===== config.mk =====
export PLATFORM = sky130hd
export DESIGN_NAME = arb2x1_reg
export DESIGN_NICKNAME = d
export VERILOG_FILES = /design/src/rtl/arb2x1_reg_pkg.sv /design/src/rtl/arb2x1_reg_mux2x1.sv /design/src/rtl/arb2x1_reg.sv
export SDC_FILE = /design/constraint.sdc
export NUM_CORES = 1
export LEC_CHECK = 0
export BUFFER_PORTS_ARGS = -buffer_cell sky130_fd_sc_hd__buf_4
export CORE_MARGIN = 8
export CORE_UTILIZATION = 46
export DETAILED_ROUTE_END_ITERATION = 7
export PLACE_DENSITY = 0.9
export SLEW_MARGIN = 20
export SYNTH_ARGS = -nofsm -noshare
export SYNTH_HDL_FRONTEND = slang
export SYNTH_SLANG_ARGS = --single-unit

===== constraint.sdc =====
create_clock -name Clk -period 5.4 [get_ports Clk]
set_input_delay 0.27 -clock Clk [delete_from_list [all_inputs] [get_ports Clk]]
set_output_delay 0.27 -clock Clk [all_outputs]
set_load 0.05 [all_outputs]

===== src/rtl/arb2x1_reg_pkg.sv =====
// Shared datapath constants for the two-input arbiter and its consumers.
// The priority pointer encoding doubles as the mux select encoding (0 = A, 1 = B).
package arb2x1_reg_pkg;

    typedef enum logic {
        PRI_A = 1'b0,
        PRI_B = 1'b1
    } pri_e;

    localparam logic SRC_A = 1'b0;
    localparam logic SRC_B = 1'b1;

endpackage


===== src/rtl/arb2x1_reg_mux2x1.sv =====
// Plain two-way operand selector; sel = 0 passes a, sel = 1 passes b.
module mux2x1 #(
    parameter int DATAWIDTH = 64
) (
    input  logic [DATAWIDTH-1:0] a,
    input  logic [DATAWIDTH-1:0] b,
    input  logic                 sel,
    output logic [DATAWIDTH-1:0] y
);

    assign y = sel ? b : a;

endmodule


===== src/rtl/arb2x1_reg.sv =====
// Two-input round-robin arbiter feeding a one-entry registered output stage.
// The priority pointer flips away from whichever side was just loaded.
module arb2x1_reg
    import arb2x1_reg_pkg::*;
#(
    parameter int DATAWIDTH = 64
) (
    input  logic                 Clk,
    input  logic                 Rst,
    input  logic [DATAWIDTH-1:0] a,
    input  logic                 a_valid,
    output logic                 a_ready,
    input  logic [DATAWIDTH-1:0] b,
    input  logic                 b_valid,
    output logic                 b_ready,
    output logic [DATAWIDTH-1:0] d,
    output logic                 d_src,
    output logic                 d_valid,
    input  logic                 d_ready
);

    pri_e                 pri;
    pri_e                 pri_next;
    logic                 grant;
    logic                 load;
    logic [DATAWIDTH-1:0] mux_out;

    mux2x1 #(.DATAWIDTH(DATAWIDTH)) u_mux (
        .a   (a),
        .b   (b),
        .sel (grant),
        .y   (mux_out)
    );

    always_ff @(posedge Clk or posedge Rst) begin
        if (Rst) begin
            pri <= PRI_A;
        end else begin
            pri <= pri_next;
        end
    end

    // A load always hands the next tie to the side that just lost or was absent.
    always_comb begin
        pri_next = pri;
        if (load) begin
            pri_next = (grant == SRC_B) ? PRI_A : PRI_B;
        end
    end

    // Only valids, the pointer and the output register state steer control; data never does.
    always_comb begin
        grant = SRC_A;
        if (a_valid && b_valid) begin
            grant = (pri == PRI_B) ? SRC_B : SRC_A;
        end else if (b_valid) begin
            grant = SRC_B;
        end
        load    = (a_valid || b_valid) && (!d_valid || d_ready);
        a_ready = load && (grant == SRC_A);
        b_ready = load && (grant == SRC_B);
    end

    always_ff @(posedge Clk or posedge Rst) begin
        if (Rst) begin
            d       <= '0;
            d_src   <= SRC_A;
            d_valid <= 1'b0;
        end else if (load) begin
            d       <= mux_out;
            d_src   <= grant;
            d_valid <= 1'b1;
        end else if (d_ready) begin
            d_valid <= 1'b0;
        end
    end

endmodule


==> impl_metrics.json <==
{
  "status": "completed",
  "worst_slack_ns": 2.984,
  "r2r_cells": 4,
  "hold_path.class": "in -> reg",
  "layout_common_cells": "205 x buf_4, 67 x dfrtp_1, 65 x nand2_1",
  "path_common_cell": "buf_4",
  "layout_worst_path_cycle_share": 0.4474,
  "cp_cell_sequence": "nor2b_4 -> buf_4 -> nor3b_1 -> buf_4",
  "worstPathArrival_ns": 2.15,
  "cts_sinks": 67,
  "p_total_mw": 1.814,
  "cts_buffers": 9,
  "relSlewSlack": 0.4373,
  "die_w_um": 98.18,
  "ctsResizeCount": 0,
  "antenna_found_initial": 0,
  "worst_pin_slew_ns": 0.8441,
  "power_frac_comb": 0.387,
  "clk-insertion-delay-late_ns": 0.34,
  "ir_drop_uv": 216.1,
  "synth_cells": 307,
  "yosysSeqAreaShare": 0.5397,
  "die_y_um": 98.18,
  "path_clk_slew_ns": 0.08,
  "startpoint_type": "flop",
  "path_delay_family": "buffers and inverters",
  "place_ws_ns": 3.226,
  "yosys_warnings": 0,
  "drt-initial-drc-count": 197,
  "clockRootBuffer": "clkbuf_8",
  "io_pins": 201,
  "routabilityCongestion": 0.7929,
  "grt_pass1_wl_um": 18570,
  "start_util": 0.4650,
  "synth-seq-cells": 67,
  "place_hpwl_um": 8398,
  "finClkSkew_ns": 0.01132,
  "core_area_um2": 6681,
  "required_ns": 5.13,
  "grt_setup_unrepaired": "no",
  "p_leak_nw": 2.413,
  "avgRoutedWirePerCell_um": 20.27,
  "worst_setup_path_end_kind": "output port",
  "cts_buffer_depth": 2,
  "grt_pass1_vias": 3617,
  "die_area_um2": 9639,
  "min_period_ns": 2.416,
  "cp_slowest_stage_delay_ns": 0.52,
  "yosys.cell_types.count": 14,
  "hold_buffers": 0,
  "rows": 30,
  "clockPowerShare": 0.262,
  "vias": 3347,
  "worst-setup-path-type": "reg -> out",
  "drt_first_pass_iters": 4,
  "syn-num-nets": 440,
  "drive_gt1_frac": 0.4564,
  "numPortBuffers": 200,
  "p_sw_frac": 0.3855,
  "vias_per_cell": 5.841,
  "syn_area_um2": 3107,
  "internal_power_mw": 1.115,
  "tns_ns": 0,
  "grt_max_degree": 69,
  "drc": 0,
  "drt-total-wl_um": 11620,
  "hold_viol": 0,
  "hold_depth": 2,
  "htreeDepth": 3,
  "crit_fanout": 45,
  "layout_commonest_cell": "buf_4",
  "cts_tree": "built",
  "num-nets-final": 621,
  "power.density_nw_per_um2": 374.8,
  "fillers": 498,
  "setup_viol_count_final": 0,
  "syn_avg_cell_area_um2": 10.12,
  "pwr-share-seq": 0.351,
  "crit_buf_inv": 2,
  "drtAntennaViolNets": 0,
  "grt_use_total": 0.2374,
  "worst-path-stages": 4,
  "area_growth_pct": 55.82,
  "cpMaxStageDelayCell": "buf_4",
  "final_max_slew_viol_count": 0,
  "post_cts_buffers": 0,
  "n_antenna_cell": 0,
  "fmaxAchievable_ghz": 0.4139,
  "power.net_switching_mw": 0.6994,
  "grt_overflow": 0,
  "drv_cap": 0
}
==> metal layers <==
metal	vias up	share of wire	GRT usage
met4	0	0.024	0.09209
met5	-	0	0
met3	25	0.10	0.08748
li1	1523	-	-
met1	1605	0.37	0.2688
met2	194	0.50	0.3983
==> power groups by stage <==
stage | combinational (mW) | sequential (mW) | clock, mW
3_3_place_gp | 0.691 | 0.641 | 0
2_1_floorplan | 0.160 | 0.922 | 0
5_1_grt | 0.732 | 0.644 | 0.506
4_1_cts | 0.705 | 0.637 | 0.479
3_5_place_dp | 0.706 | 0.645 | 0
6_report | 0.701 | 0.637 | 0.475
==> Yosys cell counts <==
| library cell | instances | area share |
|---|---|---|
| a221o_1 | 64 | 0.21 |
| dfrtp_1 | 67 | 0.54 |
| o21ai_1 | 1 | 0.0016 |
| a21oi_1 | 2 | 0.0032 |
| clkbuf_1 | 12 | 0.014 |
| nor3b_1 | 1 | 0.0024 |
| inv_1 | 3 | 0.0036 |
| nand2b_1 | 1 | 0.0020 |
| nand2_1 | 65 | 0.079 |
| and3_1 | 1 | 0.0020 |
| or3_1 | 1 | 0.0020 |
| nor3_1 | 64 | 0.10 |
| buf_2 | 23 | 0.037 |
| nor2b_1 | 2 | 0.0040 |
==> registers in the layout, indices dropped and copies added (netlist names) <==
signal	flops
d_valid	1
d_src	1
d	64
pri	1
==> cell type report <==
cell class,instances,area (um^2),area share
clock buffers,12,155.1,0.03205
clock inverters,4,72.57,0.01499
inverters,3,11.26,0.002326
multi-input cells,202,1286,0.2657
flip-flops and latches,67,1677,0.3463
well taps,80,100.1,0.02068
repair buffers,205,1539,0.3179
==> path summary, 6_finish.rpt <==
check,from,slack [ns],endpoint
setup / recovery,pri,2.98,b_ready
hold / removal,a[30],0.16,d[30]
setup reg to reg,d_valid,3.43,d[24]
hold reg to reg,d[44],0.51,d[44]
max in group asynchronous,Rst,4.65,d[63]
min in group asynchronous,Rst,0.17,d[48]
==> kinds of logic (layout without fill, tap and decap cells) <==
logic type             count (synthesis)  in the layout  share of synthesized area
AND/OR/NAND/NOR                      135            135                     0.1941
AO/OA/AOI/OAI                         67             67                     0.2110
buffers and inverters                 38            224                    0.05517
flip-flops                            67             67                     0.5397
==> metrics by stage <==
step                cell area (um^2)    util  instances  hold WS, ns
global placement                4613  0.6904        557       0.4983
floorplan                       3107       -        307       0.3789
finish                          4841  0.7245        573       0.1563
detailed placement              4613  0.6904        557       0.5013
CTS                             4841  0.7245        573       0.1501
global route                    4841  0.7245        573       0.1507
Note: power is estimated with default switching activity, not from simulation.
